File: config.mk
export PLATFORM = sky130hd
export DESIGN_NAME = pipelined_cla_adder
export DESIGN_NICKNAME = d
export VERILOG_FILES = /design/src/rtl/pipelined_cla_adder.sv
export SDC_FILE = /design/constraint.sdc
export NUM_CORES = 1
export LEC_CHECK = 0
export ABC_CLOCK_PERIOD_IN_PS = 2300
export BUFFER_PORTS_ARGS = -buffer_cell sky130_fd_sc_hd__buf_2
export CORE_UTILIZATION = 52
export CTS_CLUSTER_DIAMETER = 80
export DETAILED_ROUTE_END_ITERATION = 8
export HOLD_SLACK_MARGIN = 0.02
export PLACE_DENSITY_LB_ADDON = 0.05
export SLEW_MARGIN = 20
export SYNTH_ARGS = -nofsm -noshare
export SYNTH_HDL_FRONTEND = slang
export SYNTH_SLANG_ARGS = --single-unit
File: constraint.sdc
create_clock -name clk_in -period 2.3 [get_ports clk_in]
set_input_delay 0.23 -clock clk_in [delete_from_list [all_inputs] [get_ports clk_in]]
set_output_delay 0.23 -clock clk_in [all_outputs]
set_load 0.01 [all_outputs]
File: src/rtl/pipelined_cla_adder.sv
// -----------------------------------------------------------------------------
// pipelined_cla_adder
//
// Streaming add/subtract datapath. Operands are split into GROUP-bit
// carry-lookahead groups, and GPS groups form one pipeline stage. The carry
// ripples group-to-group inside a stage and is registered between stages, so
// the block returns one result per clock at latency L = WIDTH/(GROUP*GPS).
// Upper operand slices are skewed forward through delay registers, and lower
// result slices are de-skewed, so that all WIDTH bits land on sum_o together.
//
// Ports:
//   clk_in    - clock, rising edge
//   rst_in    - synchronous active-high reset
//   valid_in  - operands valid          ready_o  - can accept this cycle
//   a_in      - operand A               b_in     - operand B
//   c_in      - carry-in (add only)     sub_in   - 1: A-B, 0: A+B+c_in
//   valid_o   - result valid            ready_in - downstream accepts
//   sum_o     - result                  c_o      - carry out (sub: 1 = no borrow)
//   ov_o      - two's-complement signed overflow
// -----------------------------------------------------------------------------
module pipelined_cla_adder #(
  parameter int WIDTH = 32,
  parameter int GROUP = 4,
  parameter int GPS   = 2
) (
  input  logic             clk_in,
  input  logic             rst_in,
  input  logic             valid_in,
  output logic             ready_o,
  input  logic [WIDTH-1:0] a_in,
  input  logic [WIDTH-1:0] b_in,
  input  logic             c_in,
  input  logic             sub_in,
  output logic             valid_o,
  input  logic             ready_in,
  output logic [WIDTH-1:0] sum_o,
  output logic             c_o,
  output logic             ov_o
);

  localparam int SW = GROUP * GPS;   // bits resolved per stage
  localparam int L  = WIDTH / SW;    // number of stages = latency

  logic             w_en;
  logic [WIDTH-1:0] w_b_eff;
  logic             w_cin_eff;

  // The whole pipeline moves as one; it only stalls when the output is
  // occupied and the consumer refuses it.
  assign w_en      = ~valid_o | ready_in;
  assign ready_o   = w_en;

  // Subtraction is A + ~B + 1; c_in is ignored in that mode.
  assign w_b_eff   = sub_in ? ~b_in : b_in;
  assign w_cin_eff = sub_in ? 1'b1 : c_in;

  // One carry-lookahead group. Every internal carry is expanded as a
  // sum-of-products of generate/propagate terms and the group carry-in,
  // so no carry depends on another carry inside the group.
  // Returns {carry_out, sum}.
  function automatic logic [GROUP:0] cla_group(input logic [GROUP-1:0] a,
                                               input logic [GROUP-1:0] b,
                                               input logic             cin);
    logic [GROUP-1:0] g;
    logic [GROUP-1:0] p;
    logic [GROUP:0]   c;
    logic             t;
    g = a & b;
    p = a ^ b;
    for (int i = 0; i <= GROUP; i++) begin
      c[i] = cin;
      for (int j = 0; j < i; j++) c[i] = c[i] & p[j];
      for (int j = 0; j < i; j++) begin
        t = g[j];
        for (int m = j + 1; m < i; m++) t = t & p[m];
        c[i] = c[i] | t;
      end
    end
    return {c[GROUP], p ^ c[GROUP-1:0]};
  endfunction

  for (genvar k = 0; k < L; k++) begin : g_stage
    localparam int LO = k * SW;        // bits already resolved upstream
    localparam int HI = (k + 1) * SW;  // bits resolved after this stage

    logic [WIDTH-LO-1:0] w_a;          // operand bits not yet consumed
    logic [WIDTH-LO-1:0] w_b;
    logic                w_cin;
    logic                w_vin;
    logic [SW-1:0]       w_slice;
    logic                w_cout;
    logic [HI-1:0]       w_sum_next;

    logic                r_valid;
    logic                r_carry;
    logic [HI-1:0]       r_sum;

    if (k == 0) begin : g_head
      assign w_a        = a_in;
      assign w_b        = w_b_eff;
      assign w_cin      = w_cin_eff;
      assign w_vin      = valid_in;
      assign w_sum_next = w_slice;
    end else begin : g_body
      assign w_a        = g_stage[k-1].g_fwd.r_a;
      assign w_b        = g_stage[k-1].g_fwd.r_b;
      assign w_cin      = g_stage[k-1].r_carry;
      assign w_vin      = g_stage[k-1].r_valid;
      assign w_sum_next = {w_slice, g_stage[k-1].r_sum};
    end

    // Groups inside a stage ripple their carries into each other.
    // NOTE: every variable written here gets a value before any branch or
    // loop, so the block stays purely combinational (no latch).
    always_comb begin
      logic           w_c;
      logic [GROUP:0] w_grp;
      w_c     = w_cin;
      w_grp   = '0;
      w_slice = '0;
      for (int g = 0; g < GPS; g++) begin
        w_grp = cla_group(w_a[g*GROUP +: GROUP], w_b[g*GROUP +: GROUP], w_c);
        w_slice[g*GROUP +: GROUP] = w_grp[GROUP-1:0];
        w_c = w_grp[GROUP];
      end
      w_cout = w_c;
    end

    // Data only loads with a real operation, so bubbles leave the last
    // result visible on the outputs.
    // NOTE: state registers use non-blocking assignments so every stage
    // samples the previous stage's old value on the same edge.
    always_ff @(posedge clk_in) begin
      if (rst_in) begin
        r_valid <= 1'b0;
        r_carry <= 1'b0;
        r_sum   <= '0;
      end else if (w_en) begin
        r_valid <= w_vin;
        if (w_vin) begin
          r_carry <= w_cout;
          r_sum   <= w_sum_next;
        end
      end
    end

    if (k < L - 1) begin : g_fwd
      logic [WIDTH-HI-1:0] r_a;
      logic [WIDTH-HI-1:0] r_b;
      // NOTE: operand delay registers carry no reset; their contents only
      // matter when qualified by r_valid, which is reset.
      always_ff @(posedge clk_in) begin
        if (w_en && w_vin) begin
          r_a <= w_a[WIDTH-LO-1:SW];
          r_b <= w_b[WIDTH-LO-1:SW];
        end
      end
    end else begin : g_last
      logic r_ov;
      // Carry into the MSB is recovered as a^b^sum at that bit, so the
      // overflow is (carry into MSB) xor (carry out of MSB).
      always_ff @(posedge clk_in) begin
        if (rst_in) begin
          r_ov <= 1'b0;
        end else if (w_en && w_vin) begin
          r_ov <= w_a[SW-1] ^ w_b[SW-1] ^ w_slice[SW-1] ^ w_cout;
        end
      end
    end
  end

  assign valid_o = g_stage[L-1].r_valid;
  assign sum_o   = g_stage[L-1].r_sum;
  assign c_o     = g_stage[L-1].r_carry;
  assign ov_o    = g_stage[L-1].g_last.r_ov;

endmodule
* Word level (Yosys, flattened, before mapping)
Cells that the tools add are included.
Word-level totals: register bits after elaboration 185, output and inout bits 36, logic and storage cells 219
Operators by class: mux-type cells 2, bitwise gates (word level) 190, reductions and logical operators 8
Operators with widths (count):
- $or 1x1->1 | 81
- $and 1x1->1 | 80
- $xor 4x4->4 | 16
- $and 4x4->4 | 8
- $mux 32 | 1
- $not 32->32 | 1
- $reduce_and 2->1 | 4
- $logic_and 1x1->1 | 4
- $xor 1x1->1 | 3
- $mux 1 | 1
- $not 1->1 | 1

* Depth between registers and ports, before layout
Gate-level depths: netlist of the first run.
word-level depth 19, mapped depth 11, depth with buffers taken out 10

* Least setup slack after synthesis of the first run
No wires, ideal clock.
kind input to register, start input sub_in, end register g_stage[0].r_sum[7], setup time 0.090 ns, arrival time 2.362 ns, data required time 2.210 ns, path slack -0.153 ns, cell stages on the path 11, path buffers 2, cells stage by stage buf_2 buf_2 xor2_1 ha_1 a21oi_1 nand2_1 a21o_1 ha_1 o211a_1 or2_2 o221ai_1
Between the ends: word-level cells in the longest chain between the ends 17, elaborated cells between the ends (all ways) 30, those cells by class mux: 2; bitwise: 28
RTL lines:
- start: declaration | RTL line 33 | input logic sub_in,
- $mux 32 | RTL line 54 | assign w_b_eff = sub_in ? ~b_in : b_in;
- $xor 4x4->4 | RTL line 69 | p = a ^ b;
- $and 1x1->1 (4 in a row) | RTL line 72 | for (int j = 0; j < i; j++) c[i] = c[i] & p[j];
- $or 1x1->1 (4 in a row) | RTL line 76 | c[i] = c[i] | t;
- $and 1x1->1 (3 in a row) | RTL line 72
- $or 1x1->1 (3 in a row) | RTL line 76
- $xor 4x4->4 * | RTL line 79 | return {c[GROUP], p ^ c[GROUP-1:0]};
- end signal: assignment | RTL line 142 | r_sum <= w_sum_next;
- end: declaration | RTL line 96 | logic [HI-1:0] r_sum;
Every way passes the cells marked *; elsewhere a longest branch is shown, timed or not. A chain may end at the register's enable or synchronous reset.

* Final worst setup path of the first run
start register g_stage[2].g_fwd.r_b[0], end register g_stage[3].r_sum[31] (netlist: sum_o[31])
Between the ends: word-level cells in the longest chain between the ends 16, elaborated cells between the ends (all ways) 20, those cells by class bitwise: 20
RTL lines:
- start: declaration | RTL line 149 | logic [WIDTH-HI-1:0] r_b;
- start signal: assignment | RTL line 155 | r_b <= w_b[WIDTH-LO-1:SW];
- $xor 4x4->4 | RTL line 69
- $and 1x1->1 (4 in a row) | RTL line 72
- $or 1x1->1 * (4 in a row) | RTL line 76
- $and 1x1->1 * (3 in a row) | RTL line 72
- $or 1x1->1 * (3 in a row) | RTL line 76
- $xor 4x4->4 * | RTL line 79
- end signal: assignment | RTL line 142
- end: declaration | RTL line 96
Marked as above.

==> results_dict.tcl, run 1 <==
set metrics [dict create \
    fp.dieH_um 126 \
    rsz0062_at_grt "yes" \
    vias 5643 \
    post-route-util_pct 64.4 \
    critical_path_arrival_ns 2.70 \
    synth_area_leader_cell "edfxtp_1" \
    drt_pass1_iterations 5 \
    cts_tree "yes" \
    hpwl_um 10500 \
    core-area_sq_um 15100 \
    cp.required_ns 2.59 \
    grt_start_max_net_pins 85 \
    io_pins 106 \
    detail_route.wl_per_cell_um 16.3 \
    synth_cell_types 38 \
    synth_common_cells "edfxtp_1 (96), dfxtp_1 (89), a21oi_1 (76)" \
    cap_violations 0 \
    drt_iter0_drc 528 \
    synth-seq-cells 185 \
    rows 45 \
    vias_per_cell 5.56 \
    ant_nets 0 \
    hold_viol 0 \
    start_kind "flip-flop" \
    syn_nets 806 \
    avgSynthCellArea_sq_um 11.7 \
    max_freq_mhz 416 \
    syn-cell-area_sq_um 8040 \
    diodes 0 \
    grt.overflow.total 0 \
    initial_core_util_pct 53.1 \
    worstMarginPinSlew_ns 0.809 \
    routabilityCongestion 0.795 \
    dpl_cell_area_sq_um 8720 \
    clock_latency_ns 0.43 \
    grt_util_all_layers_pct 21.6 \
    slew_headroom_pct 46.1 \
    outcome "finished with violations" \
    numCtsBuffers 17 \
    synth-main-ff-cell "edfxtp_1" \
    power_density_nw_per_um2 753 \
    worstSetupPathType "flip-flop to flip-flop" \
    ys.warnings.count 0 \
    synth_edf_count 96 \
    violations "setup timing" \
    antenna_found_initial 0 \
    holdWs_ns 0.0873 \
    die-area_sq_um 16000 \
    yosys.area.top_type_share_pct 35.9 \
    port_buffers 105 \
    grt_pass1_vias 5425 \
    clk_pin_slew_worst_paths_ns 0.08 \
    critical_path.max_fanout 3 \
    nets 932 \
    syn_inst 688 \
    numClockSinks 185 \
    synth_most_common_cell "edfxtp_1" \
    use_met1_pct 29.9 \
    ir_drop_v 0.000619 \
    area_growth_pct 21.3 \
    grt_use_met2_pct 33.8 \
    root_buffer "clkbuf_16" \
    grt_pass1_wl_um 26800 \
    cts-htree-levels 4 \
    critPathCaptureType "flip-flop" \
    reg2reg_depth 9 \
    drv_slew 0 \
    p_leak_uw 0.00373 \
    hp-class "input pin to flip-flop" \
    clock_skew_ns 0.0112 \
    min_period_ns 2.40 \
    drc 0 \
    busiest_layer "met2" \
    synthArstFlopShare_pct 0 \
    design_area_sq_um 9750 \
    finalWorstSetupSlack_ns -0.105 \
    ys_seq_area_share_pct 58.0 \
    layout-drive-gt1-share_pct 24.8 \
    synth.area.top_cells "edfxtp_1 (36%), dfxtp_1 (22%), ha_1 (6.2%)" \
    hold_depth 2 \
    wl_um 16500 \
    die_w_um 126 \
    grtUsageMet3_pct 5.27 \
    setup_violations 10 \
    cts_max_path_buffers 2 \
    fin_crit_sh_pct 105 \
]
[logic make-up (layout without fill, tap and decap cells)]
| group | count (synthesis) | after routing | share of synthesized area, % |
|---|---|---|---|
| compound gates | 215 | 215 | 16.4 |
| xor+xnor | 40 | 40 | 4.36 |
| simple gates | 127 | 127 | 8.75 |
| flops | 185 | 185 | 58.0 |
| fa+ha+maj | 48 | 48 | 8.22 |
| buf+inv | 73 | 212 | 4.28 |
[layer usage]
layer	part of all wire (%)	wire length, um
met1	47	7830
met3	5.0	826
met2	47	7690
met5	0	0
met4	0.97	161
[registers in the layout (all words and copies together), names as in the netlist]
| name | flops |
|---|---|
| ov_o | 1 |
| g_stage.g_fwd.r_b | 48 |
| g_stage.g_fwd.r_a | 48 |
| g_stage.r_valid | 3 |
| valid_o | 1 |
| g_stage.r_sum | 48 |
| c_o | 1 |
| sum_o | 32 |
| g_stage.r_carry | 3 |
[worst paths after layout]
| kind | startpoint | end | slack [ns] |
|---|---|---|---|
| max | g_stage[2].g_fwd.r_b[0] | sum_o[31] | -0.10 |
| min | b_in[13] | g_stage[0].g_fwd.r_b[5] | 0.09 |
| max reg2reg | g_stage[2].g_fwd.r_b[0] | sum_o[31] | -0.10 |
| min reg2reg | g_stage[0].g_fwd.r_a[22] | g_stage[1].g_fwd.r_a[14] | 0.42 |
[where the power goes]
group          internal, uW  switching (uW)
Clock                  1540            1320
Sequential             3650            71.9
Combinational           346             410
Total                  5530            1810
[through the flow]
step	total power, uW	worst slack (ns)	setup TNS (ns)	std cells
2_1_floorplan	4220	0.0333	0	688
3_3_place_gp	4430	-0.0733	-0.136	951
3_5_place_dp	4450	-0.132	-0.701	951
4_1_cts	7360	-0.0560	-0.209	1013
5_1_grt	7630	-0.210	-1.85	1015
6_report	7340	-0.105	-0.470	1015
[critical path: stages (launching register included)]
cell and delay, ns:
edfxtp_1 0.41, ha_1 0.34, ha_2 0.20, o211ai_1 0.24, nand2_1 0.12, a21o_1 0.20, ha_2 0.20, o211a_1 0.26
o2111ai_2 0.17, o221ai_1 0.13
[layout by cell type (no fill, tap or decap), types with 7 or more instances in the layout]
| cell type | count |
|---|---|
| nand3_1 | 55 |
| edfxtp_1 | 96 |
| buf_2 | 104 |
| inv_6 | 7 |
| nand4b_1 | 16 |
| dfxtp_1 | 89 |
| nor2_1 | 14 |
| nor2b_1 | 8 |
| a211oi_1 | 9 |
| ha_1 | 31 |
| buf_4 | 28 |
| ha_2 | 7 |
| o311ai_1 | 8 |
| nand2_1 | 11 |
| nand2b_1 | 8 |
| a21o_1 | 8 |
| o21ai_0 | 24 |
| o21a_1 | 8 |
| a21oi_1 | 73 |
| xor2_1 | 32 |
| inv_1 | 18 |
| dlygate4sd3_1 | 24 |
| o21ai_1 | 42 |
| xnor2_1 | 8 |
| clkbuf_16 | 17 |
[final cells by class]
cell class	count	area [sq um]
Clock buffer	18	429
Clock inverter	14	150
Fill cell	1183	5390
Inverter	22	85.1
Multi-Input combinational cell	430	3190
Sequential cell	185	4660
Tap cell	188	235
Timing Repair Buffer	158	1000
[timing repair]
action	CTS	global route
endpoints found under the hold margin	24	0
gates resized for setup	18	17
setup buffers	6	2
setup endpoints to repair	12	16
hold buffers	24	0
pin swaps	21	20
Power figures use the tool's default switching activity.
==> run 2: changes to the inputs <==
--- a/config.mk
+++ b/config.mk
@@ -5,9 +5,12 @@
 export SDC_FILE = /design/constraint.sdc
 export NUM_CORES = 1
 export LEC_CHECK = 0
+export ABC_AREA = 1
 export ABC_CLOCK_PERIOD_IN_PS = 2300
 export BUFFER_PORTS_ARGS = -buffer_cell sky130_fd_sc_hd__buf_2
-export CORE_UTILIZATION = 52
+export CELL_PAD_IN_SITES_DETAIL_PLACEMENT = 0
+export CELL_PAD_IN_SITES_GLOBAL_PLACEMENT = 1
+export CORE_UTILIZATION = 41
 export CTS_CLUSTER_DIAMETER = 80
 export DETAILED_ROUTE_END_ITERATION = 8
 export HOLD_SLACK_MARGIN = 0.02
==> results_dict.tcl, run 2 <==
set metrics [dict create \
    drt_iter0_drc 220 \
    cts_max_path_buffers 2 \
    reg.largest.list "g_stage.g_fwd.r_a x48, g_stage.g_fwd.r_b x48, g_stage.r_sum x48" \
    die-area_sq_um 19000 \
    rows 49 \
    drt_pass1_iterations 4 \
    syn_inst 678 \
    power_density_nw_per_um2 790 \
    worstMarginPinSlew_ns 0.553 \
    nFillCells 1673 \
    synth-main-ff-cell "edfxtp_1" \
    initial_core_util_pct 42.0 \
    hpwl_um 9400 \
    cts_tree "yes" \
    routabilityCongestion 0.766 \
    detail_route.wl_per_cell_um 13.4 \
    drc 0 \
    fp.dieH_um 138 \
    synthXorXnorAreaFrac_pct 6.02 \
    wl_um 14200 \
    die_w_um 138 \
    ant_nets 0 \
    critical_path.max_fanout 3 \
    antenna_found_initial 0 \
    synth_common_cells "nor2_1 (100), edfxtp_1 (96), dfxtp_1 (89)" \
    rsz0062_at_grt "yes" \
    ys_seq_area_share_pct 61.6 \
    synth_fa_ha_area_share_pct 8.73 \
    synth_cell_types 29 \
    ir_drop_v 0.000532 \
    io_pins 106 \
    diodes 0 \
    numClockSinks 185 \
    final_common_cell "buf_2" \
    syn_nets 796 \
    cp.required_ns 2.60 \
    p_leak_uw 0.00407 \
    setup_violations 0 \
    synth_compound_area_share_pct 8.15 \
    core-area_sq_um 18000 \
    synth-seq-cells 185 \
    min_period_ns 2.30 \
    worstSetupPathType "flip-flop to flip-flop" \
    synth_mux_area_share_pct 0 \
    outcome "completed" \
    hold_viol 0 \
    vias 4934 \
    start_kind "flip-flop" \
    syn-cell-area_sq_um 7570 \
    grt_pass1_wl_um 22500 \
    clk_pin_slew_worst_paths_ns 0.07 \
    yosys.area.top_type_share_pct 38.1 \
    synthArstFlopShare_pct 0 \
    cts-htree-levels 4 \
    numCtsBuffers 17 \
    synth_top_family_by_area "simple AND/OR/NAND/NOR gates" \
    port_buffers 105 \
    synth.area.top_cells "edfxtp_1 (38%), dfxtp_1 (24%), ha_1 (6.6%)" \
    ys.warnings.count 0 \
    synth_area_leader_cell "edfxtp_1" \
    slew_headroom_pct 63.1 \
    grt_pass1_vias 4717 \
    final_cell_mix "buf_2 (105), nor2_1 (99), edfxtp_1 (96)" \
    synth_most_common_cell "nor2_1" \
    hp-class "input pin to flip-flop" \
    clock_skew_ns 0.00880 \
    yosys.area_share.simple_pct 10.4 \
    clock_latency_ns 0.43 \
    grt_start_max_net_pins 63 \
    root_buffer "clkbuf_16" \
    layout-drive-gt1-share_pct 24.5 \
    critPathCaptureType "flip-flop" \
    max_freq_mhz 435 \
    grt_util_all_layers_pct 15.7 \
    synth_edf_count 96 \
    area_growth_pct 24.2 \
    drv_slew 0 \
    nets 943 \
    critical_path_arrival_ns 2.60 \
    report.power.total_uw 7430 \
    fin_crit_sh_pct 99.9 \
    vias_per_cell 4.63 \
    cap_violations 0 \
    fin_tns_setup_ns 0 \
    avgSynthCellArea_sq_um 11.2 \
    grt.overflow.total 0 \
]
run 2: path summary, 6_finish.rpt:
kind	startpoint	endpoint	slack, ns	cells after the start
worst max-delay path	g_stage[2].g_fwd.r_a[0]	ov_o	0.002	16
worst min-delay path	b_in[16]	g_stage[0].g_fwd.r_b[8]	0.1	2
worst max register to register	g_stage[2].g_fwd.r_a[0]	ov_o	0.002	16
worst min register to register	g_stage[1].g_fwd.r_b[10]	g_stage[2].g_fwd.r_b[2]	0.42	0
run 2: final cells by class:
cell class / instances / area (sq um) / area share, %
Clock buffer: 18 / 429 / 4.56
Clock inverter: 12 / 154 / 1.64
Inverter: 62 / 238 / 2.53
Multi-Input combinational cell: 404 / 2640 / 28.1
Sequential cell: 185 / 4660 / 49.6
Tap cell: 229 / 287 / 3.05
Timing Repair Buffer: 155 / 986 / 10.5
run 2: power by group:
group          switching [uW]  internal, uW  total [uW]
combinational             424           362         786
clock                    1210          1690        2900
sequential               68.9          3680        3750
run 2: worst max-delay path, stage by stage (launching register included):
cell and delay [ns]:
edfxtp_1 0.41, ha_1 0.32, ha_2 0.17, nand2_1 0.07
nand3_2 0.10, nand2_2 0.10, nand2_2 0.06, a21o_1 0.19
ha_2 0.19, nand2_1 0.06, nand3b_1 0.12, nand2_2 0.11
nand2_1 0.05, nand2_1 0.06, nand2_1 0.05, nand2_1 0.07
a21oi_2 0.05
run 2: through the flow:
| step | std cells | hold WS (ns) | area [sq um] | util [%] | setup slack (ns) |
|---|---|---|---|---|---|
| after global placement | 1004 | 0.401 | 8440 | 46.8 | -0.0613 |
| after global routing | 1065 | 0.0771 | 9400 | 52.2 | -0.158 |
| after floorplan | 678 | 0.329 | 7620 | - | -0.0434 |
| after CTS | 1058 | 0.0787 | 9270 | 51.5 | -0.0183 |
| after detailed placement | 1004 | 0.405 | 8440 | 46.8 | -0.172 |
| final | 1065 | 0.0990 | 9400 | 52.2 | 0.00213 |
run 2: routing by layer:
layer,part of all wire (%),global-route usage [%],vias to the layer above
met1,48,19.9,2296
met3,3.2,3.73,19
met4,1.6,6.82,0
met5,0,0,-
li1,-,-,2541
met2,47,25.6,78
run 2: what timing repair did:
item                                   CTS  global route
pin swaps                                6            30
resized for setup                        5            29
setup endpoints to repair                4            14
hold buffers                            24             0
buffers inserted                         0             7
endpoints found under the hold margin   24             0
run 2: kinds of logic (layout without fill, tap and decap cells):
kind of cell / after synthesis / count (layout)
AND/OR/NAND/NOR: 186 / 186
adder cells (fa/ha/maj): 48 / 48
flip-flops: 185 / 185
XOR/XNOR: 52 / 52
buffers and inverters: 89 / 247
AO/OA/AOI/OAI: 118 / 118
==> run 3: changes to the inputs <==
--- a/config.mk
+++ b/config.mk
@@ -15,6 +15,7 @@
 export DETAILED_ROUTE_END_ITERATION = 8
 export HOLD_SLACK_MARGIN = 0.02
 export PLACE_DENSITY_LB_ADDON = 0.05
+export REMOVE_ABC_BUFFERS = 1
 export SLEW_MARGIN = 20
 export SYNTH_ARGS = -nofsm -noshare
 export SYNTH_HDL_FRONTEND = slang
==> results_dict.tcl, run 3 (synthesized netlist as in run 2, its figures left out) <==
set metrics [dict create \
    min_from "b_in[14]" \
    diodes 0 \
    worstMarginPinSlew_ns 0.680 \
    port_buffers 105 \
    r2r_start "g_stage[0].g_fwd.r_b[0]" \
    fin_crit_sh_pct 99.3 \
    drt_pass1_iterations 4 \
    drv_slew 0 \
    antenna_found_initial 0 \
    initial_core_util_pct 42.0 \
    layout-drive-gt1-share_pct 24.1 \
    rows 49 \
    p_leak_uw 0.00408 \
    clk_pin_slew_worst_paths_ns 0.07 \
    grt_start_max_net_pins 59 \
    min_period_ns 2.28 \
    outcome "completed" \
    wl_um 14400 \
    power_density_nw_per_um2 789 \
    cap_violations 0 \
    rsz0062_at_grt "yes" \
    grt_pass1_wl_um 22700 \
    drc 0 \
    ir_drop_v 0.000517 \
    finalWorstSetupSlack_ns 0.0160 \
    critical_path.max_fanout 2 \
    cts-htree-levels 4 \
    grt_util_all_layers_pct 15.9 \
    dp_worst_setup_slack_ns -0.300 \
    cp_common_cell "nand2_2" \
    cts_tree "yes" \
    fp.dieH_um 138 \
    placed_cells 1006 \
    clock_latency_ns 0.42 \
    reg.largest.list "g_stage.g_fwd.r_a x48, g_stage.g_fwd.r_b x48, g_stage.r_sum x48" \
    start_kind "flip-flop" \
    worstSetupPathType "flip-flop to flip-flop" \
    vias 4966 \
    nets 944 \
    slew_headroom_pct 54.7 \
    slowest_stage "edfxtp_1" \
    setup_violations 0 \
    critical-path-max-stage-delay_ns 0.40 \
    routabilityCongestion 0.752 \
    path_cells "ha_1 -> ha_2 -> nand2_1 -> nand3_2 -> nand2_2 -> nand2_2 -> a21o_1 -> buf_4 -> fa_1 -> xnor2_1 -> a211oi_2" \
    drt_iter0_drc 230 \
    clock_skew_ns 0.00955 \
    numClockSinks 185 \
    final_cell_mix "buf_2 (104), nor2_1 (100), edfxtp_1 (96)" \
    io_pins 106 \
    cp.required_ns 2.65 \
    area_growth_pct 23.7 \
    core-area_sq_um 18000 \
    cts_max_path_buffers 2 \
    startpoint "g_stage[0].g_fwd.r_b[0]" \
    stdcell_count 1068 \
    hold_viol 0 \
    die-area_sq_um 19000 \
    critical_path_arrival_ns 2.63 \
    grt.overflow.total 0 \
    die_w_um 138 \
    critPathCaptureType "flip-flop" \
    root_buffer "clkbuf_16" \
    hpwl_um 9300 \
    ant_nets 0 \
    numCtsBuffers 17 \
    hp-class "input pin to flip-flop" \
    final_common_cell "buf_2" \
    max_freq_mhz 438 \
    grt_pass1_vias 4714 \
    detail_route.wl_per_cell_um 13.5 \
    vias_per_cell 4.65 \
]
[run 3: changes by cell type in the layout (fill, tap and decap cells not counted), sizes merged]
cell,delta
clkinvlp,-4
inv,+8
clkinv,+1
bufinv,-2
[run 3: stage by stage]
| step | TNS [ns] | power [uW] | util [%] | instance area [sq um] | hold slack [ns] |
|---|---|---|---|---|---|
| global route | -0.924 | 7730 | 52.0 | 9370 | 0.0850 |
| CTS | -0.0118 | 7450 | 51.3 | 9240 | 0.0842 |
| detailed placement | -0.775 | 4540 | 46.6 | 8410 | 0.405 |
| finish | 0 | 7390 | 52.0 | 9370 | 0.0999 |
| floorplan | -0.0762 | 4240 | - | 7430 | 0.292 |
| global placement | -0.651 | 4520 | 46.6 | 8410 | 0.400 |
[run 3: repair_timing]
item	CTS	global route
cloned	0	0
setup buffers	0	6
endpoints found under the setup margin	3	13
hold endpoints to repair	24	0
resized for setup	4	26
pin swaps	4	24
hold buffers	24	0
[run 3: final cells by class]
type / count / area, sq um
repair buffers: 156 / 983
clock inverters: 15 / 160
fillers: 1674 / 8660
multi-input cells: 404 / 2610
well taps: 229 / 287
inverters: 62 / 238
flip-flops and latches: 185 / 4660
clock buffers: 17 / 425
[run 3: where the power goes]
group | total, uW | switching, uW | internal (uW)
clock network | 2880 | 1340 | 1540
registers | 3750 | 71.0 | 3670
logic | 768 | 412 | 356
total | 7390 | 1820 | 5570
[run 3: final timing paths]
kind | slack (ns) | end | cells past startpoint
worst min register to register | 0.42 | g_stage[1].g_fwd.r_b[4] | 0
worst max register to register | 0.02 | g_stage[1].r_sum[13] | 11
worst min-delay path | 0.1 | g_stage[0].g_fwd.r_b[6] | 2
worst max-delay path | 0.02 | g_stage[1].r_sum[13] | 11
[run 3: routing by layer]
| layer | global-route usage, % | up-vias | wire [um] |
|---|---|---|---|
| met2 | 27.7 | 69 | 7380 |
| met5 | 0 | - | 0 |
| met1 | 19.4 | 2346 | 6490 |
| li1 | - | 2540 | - |
| met4 | 5.50 | 0 | 176 |
| met3 | 3.51 | 11 | 377 |
[run 3: worst max-delay path, delay by kind of cell (launching register included)]
family                     cells  cell delay, ns
adders and majority gates      3            0.85
DFF                            1            0.40
AOI/OAI and AO/OA              2            0.39
and+or+nand+nor                4            0.29
xor gates and xnor gates       1            0.15
buffers and inverters          1            0.14
